--- src/rtl/pipe_stage_skid_pkg.sv ---
`default_nettype none
// ============================================================================
// Module      : pipe_stage_skid_pkg
// Description : Shared types and helpers for the pipeline stage register.
//               Holds the default bubble-counter width, an example stage
//               payload layout and the occupancy encoding helper.
// Revision    : 1.0 - initial release
// ============================================================================
package pipe_stage_skid_pkg;

    // Default width of the per-stage bubble counter.
    localparam int STAGE_CNT_W = 16;

    // Occupancy encoding as reported on the occupancy port.
    typedef enum logic [1:0] {
        OCC_EMPTY = 2'd0,
        OCC_ONE   = 2'd1,
        OCC_TWO   = 2'd2
    } occ_e;

    // Example MEM/WB payload; wrappers flatten such structs onto DATA_W.
    typedef struct packed {
        logic [63:0] alu_result;
        logic [63:0] mem_rdata;
        logic [4:0]  rd;
        logic        reg_write;
        logic        mem_to_reg;
    } mw_payload_t;

    // The skid entry is only ever valid while the main entry is valid,
    // so the count is derived from the two valid bits directly.
    function automatic occ_e occ_count(input logic main_v, input logic skid_v);
        if (skid_v) begin
            return OCC_TWO;
        end else if (main_v) begin
            return OCC_ONE;
        end
        return OCC_EMPTY;
    endfunction

endpackage
`default_nettype wire

--- src/rtl/pipe_stage_skid.sv ---
`default_nettype none
// ============================================================================
// Module      : pipe_stage_skid
// Description : Pipeline stage register with valid/ready handshake and an
//               optional 2-entry skid buffer, flush, sticky halt and a
//               saturating bubble counter.
// Ports       : CLK/RST          - clock, synchronous active-high reset
//               flush            - drop all held entries
//               in_valid/in_ready/in_data/in_halt     - upstream side
//               out_valid/out_ready/out_data/out_halt - downstream side
//               occupancy        - entries held (0..2)
//               halted           - sticky, set once a halt payload is taken
//               bubble_cnt       - cycles downstream was ready but starved
// Revision    : 1.0 - initial release
// ============================================================================
module pipe_stage_skid
    import pipe_stage_skid_pkg::*;
#(
    parameter int DATA_W  = 200,
    parameter int CNT_W   = STAGE_CNT_W,
    parameter int SKID_EN = 1
) (
    input  logic              CLK,
    input  logic              RST,
    input  logic              flush,
    input  logic              in_valid,
    output logic              in_ready,
    input  logic [DATA_W-1:0] in_data,
    input  logic              in_halt,
    output logic              out_valid,
    input  logic              out_ready,
    output logic [DATA_W-1:0] out_data,
    output logic              out_halt,
    output logic [1:0]        occupancy,
    output logic              halted,
    output logic [CNT_W-1:0]  bubble_cnt
);

    localparam bit              c_skid    = (SKID_EN != 0);
    localparam logic [CNT_W-1:0] c_cnt_one = CNT_W'(1);
    localparam logic [CNT_W-1:0] c_cnt_max = '1;

    logic              r_main_valid;
    logic [DATA_W-1:0] r_main_data;
    logic              r_main_halt;
    logic              r_skid_valid;
    logic [DATA_W-1:0] r_skid_data;
    logic              r_skid_halt;
    logic              r_halted;
    logic [CNT_W-1:0]  r_bubble_cnt;

    logic              w_in_xfer;
    logic              w_out_xfer;
    logic              w_main_valid_nxt;
    logic [DATA_W-1:0] w_main_data_nxt;
    logic              w_main_halt_nxt;
    logic              w_skid_valid_nxt;
    logic [DATA_W-1:0] w_skid_data_nxt;
    logic              w_skid_halt_nxt;
    logic              w_halted_nxt;

    assign w_in_xfer  = in_valid & in_ready;
    assign w_out_xfer = r_main_valid & out_ready;

    // A payload that arrives in a flush cycle is dropped, so it must not
    // be able to raise the halt flag either.
    assign w_halted_nxt = r_halted | (w_in_xfer & in_halt & ~flush);

    always_comb begin
        w_main_valid_nxt = r_main_valid;
        w_main_data_nxt  = r_main_data;
        w_main_halt_nxt  = r_main_halt;
        w_skid_valid_nxt = r_skid_valid;
        w_skid_data_nxt  = r_skid_data;
        w_skid_halt_nxt  = r_skid_halt;
        if (flush) begin
            w_main_valid_nxt = 1'b0;
            w_skid_valid_nxt = 1'b0;
        end else if (w_out_xfer) begin
            if (r_skid_valid) begin
                // in_ready is low whenever skid is full, so no input here.
                w_main_data_nxt  = r_skid_data;
                w_main_halt_nxt  = r_skid_halt;
                w_skid_valid_nxt = 1'b0;
            end else if (w_in_xfer) begin
                w_main_data_nxt = in_data;
                w_main_halt_nxt = in_halt;
            end else begin
                w_main_valid_nxt = 1'b0;
            end
        end else if (w_in_xfer) begin
            if (!r_main_valid) begin
                w_main_valid_nxt = 1'b1;
                w_main_data_nxt  = in_data;
                w_main_halt_nxt  = in_halt;
            end else if (c_skid) begin
                w_skid_valid_nxt = 1'b1;
                w_skid_data_nxt  = in_data;
                w_skid_halt_nxt  = in_halt;
            end
        end
    end

    always_ff @(posedge CLK) begin
        if (RST) begin
            r_main_valid <= 1'b0;
            r_main_data  <= '0;
            r_main_halt  <= 1'b0;
            r_skid_valid <= 1'b0;
            r_skid_data  <= '0;
            r_skid_halt  <= 1'b0;
            r_halted     <= 1'b0;
            r_bubble_cnt <= '0;
        end else begin
            r_main_valid <= w_main_valid_nxt;
            r_main_data  <= w_main_data_nxt;
            r_main_halt  <= w_main_halt_nxt;
            r_skid_valid <= w_skid_valid_nxt;
            r_skid_data  <= w_skid_data_nxt;
            r_skid_halt  <= w_skid_halt_nxt;
            r_halted     <= w_halted_nxt;
            if (out_ready && !r_main_valid && !r_halted && r_bubble_cnt != c_cnt_max) begin
                r_bubble_cnt <= r_bubble_cnt + c_cnt_one;
            end
        end
    end

    generate
        if (SKID_EN != 0) begin : g_skid_ready
            // Registered ready: computed from next-state so that it has no
            // combinational dependency on out_ready.
            logic r_in_ready;
            always_ff @(posedge CLK) begin
                if (RST) begin
                    r_in_ready <= 1'b1;
                end else begin
                    r_in_ready <= ~w_skid_valid_nxt & ~w_halted_nxt;
                end
            end
            assign in_ready = r_in_ready;
        end else begin : g_single_ready
            assign in_ready = (out_ready | ~r_main_valid) & ~r_halted;
        end
    endgenerate

    assign out_valid  = r_main_valid;
    assign out_data   = r_main_data;
    assign out_halt   = r_main_valid & r_main_halt;
    assign occupancy  = occ_count(r_main_valid, r_skid_valid);
    assign halted     = r_halted;
    assign bubble_cnt = r_bubble_cnt;

endmodule
`default_nettype wire

--- config.mk ---
export PLATFORM = sky130hd
export DESIGN_NAME = pipe_stage_skid
export DESIGN_NICKNAME = d
export VERILOG_FILES = /design/src/rtl/pipe_stage_skid_pkg.sv /design/src/rtl/pipe_stage_skid.sv
export SDC_FILE = /design/constraint.sdc
export NUM_CORES = 1
export LEC_CHECK = 0
export CAP_MARGIN = 20
export CORE_MARGIN = 3
export CORE_UTILIZATION = 53
export DETAILED_ROUTE_END_ITERATION = 8
export PLACE_DENSITY = 0.86
export SETUP_SLACK_MARGIN = 0.4
export SLEW_MARGIN = 20
export SYNTH_ARGS = -nofsm -noshare
export SYNTH_HDL_FRONTEND = slang
export SYNTH_SLANG_ARGS = --single-unit
--- constraint.sdc ---
create_clock -name CLK -period 4.2 [get_ports CLK]
set_input_delay 1.26 -clock CLK [delete_from_list [all_inputs] [get_ports CLK]]
set_output_delay 1.26 -clock CLK [all_outputs]
set_load 0.02 [all_outputs]
Word-level counts from Yosys, hierarchy flattened
Index checks and enable logic that the tools add are counted.
W data, S select, Z words.
{"block": "op_classes", "reduce_logical": 11, "n_eq_ne": 4, "bitwise_logic": 11, "addsub": 1, "n_mux": 23}
{"cell": "$mux W200", "n": 5}
{"cell": "$add A16 B1 Y16 const B", "n": 1}
{"cell": "$ne A16 B16 Y1 const B", "n": 1}
{"cell": "$mux W1", "n": 15}
{"cell": "$reduce_and A4 Y1", "n": 2}
{"cell": "$and A1 B1 Y1", "n": 6}
{"cell": "$mux W2", "n": 3}
{"cell": "$ne A2 B2 Y1 const B", "n": 2}
{"cell": "$not A1 Y1", "n": 4}
{"cell": "$reduce_bool A2 Y1", "n": 2}
{"cell": "$logic_and A1 B1 Y1", "n": 3}
{"cell": "$reduce_and A3 Y1", "n": 1}
{"cell": "$logic_not A1 Y1", "n": 2}
{"cell": "$ne A2 B1 Y1 const B", "n": 1}
{"cell": "$reduce_or A2 Y1", "n": 1}
{"cell": "$or A1 B1 Y1", "n": 1}
{"block": "totals", "inputBits": 206, "regBits": 422, "out_inout_bits": 222}

Longest topological paths before layout
{"block": "logic_depth", "depth_word": 6, "mapped_depth": 7, "mapped_depth_nobuf": 5}

Least setup slack after synthesis
Ideal clock, no wire load.
{"block": "synth_path", "kind": "input to register", "startpoint": "in RST", "endpoint": "reg r_skid_data[109]", "setup_slack_ns": 1.694, "n_path_buf": 4, "required_ns": 4.068, "stages": 5, "t_arrival_ns": 2.374, "path_cell_list": "clkbuf_1 > clkbuf_1 > clkbuf_1 > clkbuf_1 > a21oi_1"}
{"element": "from (decl)", "line": "pipe_stage_skid.sv:24", "rtl": "input logic RST,"}
{"element": "to (signal assigned)", "line": "pipe_stage_skid.sv:119", "rtl": "r_skid_data <= w_skid_data_nxt;"}
{"element": "to (decl)", "line": "pipe_stage_skid.sv:47", "rtl": "logic [DATA_W-1:0] r_skid_data;"}
No word-level cell between the ends.

Worst setup path after layout
{"block": "layout_path", "startpoint": "reg r_main_valid (netlist: out_valid)", "endpoint": "out occupancy[0]"}
{"block": "layout_between", "elab_chain_cells": 3}
{"element": "from (decl)", "line": "pipe_stage_skid.sv:43", "rtl": "logic r_main_valid;"}
{"element": "from (signal assigned)", "line": "pipe_stage_skid.sv:115", "rtl": "r_main_valid <= w_main_valid_nxt;"}
{"element": "$mux W1", "line": "pipe_stage_skid_pkg.sv:35", "rtl": "end else if (main_v) begin"}
{"element": "$mux W1", "line": "pipe_stage_skid_pkg.sv:33", "rtl": "if (skid_v) begin"}
{"element": "$mux W2", "line": "pipe_stage_skid_pkg.sv:38", "rtl": "return OCC_EMPTY;"}
{"element": "to (decl)", "line": "pipe_stage_skid.sv:34", "rtl": "output logic [1:0] occupancy,"}
Every way passes these cells.

==> results.md <==
* Status: completed
* CP Class: reg -> out
* Post-DP Area at 20900 um^2
* Worst VDD drop at 0.000314 V
* Critical path, cell by cell: nor2b_1 -> clkdlybuf4s50_1
* Worst-path fanout max at 12
* Period utilization at 80.4%
* Drt pass-1 iters at 5
* Hold WC Path Type: reg -> reg
* Crit path time final at 3380 ps
* Worst stage delay on the critical path at 730 ps
* Ys async rst share at 0%
* Final Skew at 10.8 ps
* Die X-Extent at 182 um
* Starting Density at 54.7%
* Worst reg2reg path depth at 6
* Max-cap violations at 0
* Routed length per instance at 17.5 um
* Placer Congestion at 0.826
* Die Ht at 182 um
* Leak pwr at 0.00776 uW
* CTS resizes at 0
* Final Hold Vio Count at 0
* Number of synthesis warnings at 0
* Area grow syn2layout at 34.7%
* Total CTS buffers at 43
* Final TNS setup at 0 ps
* CTS root buffer: clkbuf_16
* DRT iter0 DRCs at 1308
* TritonCTS Sinks at 422
* Final WL at 50000 um
* Post-route cell area at 22200 um^2
* Clk_lat worst skew at 510 ps
* CTS Hold Bufs at 0
* Worst-case clock buffer depth at 3
* Nets at 2643
* CP Data Required Time at 2940 ps
* Slew @ Worst Pin at 1070 ps
* Largest net degree at the start of global routing at 170
* Vias at 16.2k
* Initial antenna violation count at 3
* # DRC at 0
* Crit-path slowest cell: dfxtp_1
* Fmax at 296 MHz
* Synth Instances at 2115
* Cell count after placement at 2781
* Worst Path Arrival at 2120 ps
* Total gr overflow at 0
* Core Area at 30100 um^2
* Syn Nets at 2322
* Post-synthesis cell area at 16500 um^2
* Layout cells sized above 1 at 4.39%
* Row count at 63
* Setup violators final at 0
* Hold Path Depth at 2
* ANT nets after route at 0
* Vias in the first global route at 15.6k
* Unrepaired setup endpoints after global routing: false
* Startpoint Class: register
* Global-route wire length before repair at 78700 um
* Die area at 33300 um^2
* Total GRT Usage at 28.3%
* EDFF count, synth at 0
* Pwr Density at 407 nW/um^2
* CTS tree: yes
* Clk pin slew, worst setup/hold paths at 60 ps
* H-Tree Depth at 2
* Avg Cell Area, Syn at 7.79 um^2
* Slew Limit Fails at 0
* Final std cells w/o fill at 2853
* Via density at 5.69
* Top_reg_cell synth: dfxtp_1
* Yosys reg bits at 422
* Post-CTS setup buffers at 0
* Slew HR at 28.5%
* CP Capture Type: output port
* Synth unique cells at 39
* Sequential area share after synthesis at 51.2%
* I/O pins at 428
* Hpwl dp at 32600 um
* Port Buffers at 427
[cell families (layout without fill, tap and decap cells)]
group,after synthesis,after routing,share of synthesized area (%)
simple gates,1065,1065,25.1
compound gates,433,433,18.0
flops,422,422,51.2
buf+inv,188,535,5.16
mux,6,6,0.402
fa+ha+maj,1,1,0.0759
other cells,0,1,0
[sequential cells by signal, indices dropped and copies added (netlist names)]
register / count
r_skid_data: 200
out_valid: 1
r_main_halt: 1
out_data: 200
halted: 1
in_ready: 1
r_skid_halt: 1
bubble_cnt: 16
r_skid_valid: 1
[critical path, delay by kind of cell, from the launching register on]
family,cells,cell delay (ps)
simple gates,1,250
buf+inv,1,620
flops,1,730
[layer usage]
layer	up-vias	global-route usage (%)	routed length, um	part of all wire, %
li1	7774	-	-	-
met1	7652	32.8	18300	37
met2	658	49.3	24700	49
met3	146	7.79	4630	9.3
met4	4	12.2	2360	4.7
met5	-	0	28	0.056
[layout make-up]
class	instances	area, um^2
flip-flops and latches	422	8450
fillers	2170	7910
multi-input cells	1505	7220
repair buffers	460	4700
clock buffers	62	1250
well taps	390	488
clock inverters	9	72.6
inverters	4	15.0
diodes	1	2.50
[placed cells by master, fill, tap and decap left out, types with 2 or more instances in the layout]
master,instances
or4_1,3
nor4_1,2
and4_1,2
buf_12,14
inv_1,4
clkinv_2,7
nand2_1,815
nor4_2,2
clkdlybuf4s50_1,426
o21ai_0,4
nand2b_1,2
nor2b_1,6
dfxtp_1,422
and2_1,3
mux2_2,5
buf_4,19
and3_1,2
clkbuf_16,45
nand3_1,6
nand4_1,4
o31ai_1,5
clkbuf_8,6
a21oi_1,212
clkbuf_1,11
a311oi_1,202
nor2_1,207
or3_1,3
o21a_1,2
[worst paths after layout]
path / from / endpoint / slack, ps
setup / recovery: out_valid / occupancy[0] / 820
hold / removal: r_skid_data[189] / r_skid_data[189] / 450
setup reg to reg: out_valid / out_data[92] / 1700
hold reg to reg: r_skid_data[189] / r_skid_data[189] / 450
[per-stage QoR]
stage / setup slack [ps] / util (%) / total power [uW] / hold WS (ps)
after floorplan: 1690 / - / 4900 / 437
after global placement: 788 / 69.3 / 5490 / 441
after detailed placement: 674 / 69.3 / 5520 / 447
after CTS: 784 / 73.7 / 9110 / 454
after global routing: 726 / 73.7 / 9370 / 470
final: 822 / 73.7 / 9050 / 453
[cell usage after synthesis (2+ instances only)]
cell type	n	share of area (%)
buf_2	23	0.70
a21oi_1	212	6.4
and2_1	3	0.11
or4_1	3	0.14
nand2_1	815	19
or3_1	4	0.15
nor4_2	2	0.15
and3_1	3	0.11
nor2b_1	6	0.23
nand3_1	7	0.21
nor3_1	2	0.061
o21ai_0	4	0.12
buf_4	11	0.50
a311oi_1	202	11
mux2_2	5	0.34
buf_6	10	0.68
nor2_1	207	4.7
o21a_1	2	0.091
nand4_1	4	0.15
dfxtp_1	422	51
and4_1	2	0.11
o31ai_1	5	0.23
nor4_1	2	0.076
clkbuf_1	140	3.2
nand2b_1	2	0.076
inv_1	4	0.091
[power by group]
group / switching (uW) / internal (uW)
logic: 612 / 566
registers: 99.3 / 4170
clock network: 1490 / 2110
No activity file was read; power rests on OpenSTA's default activity.
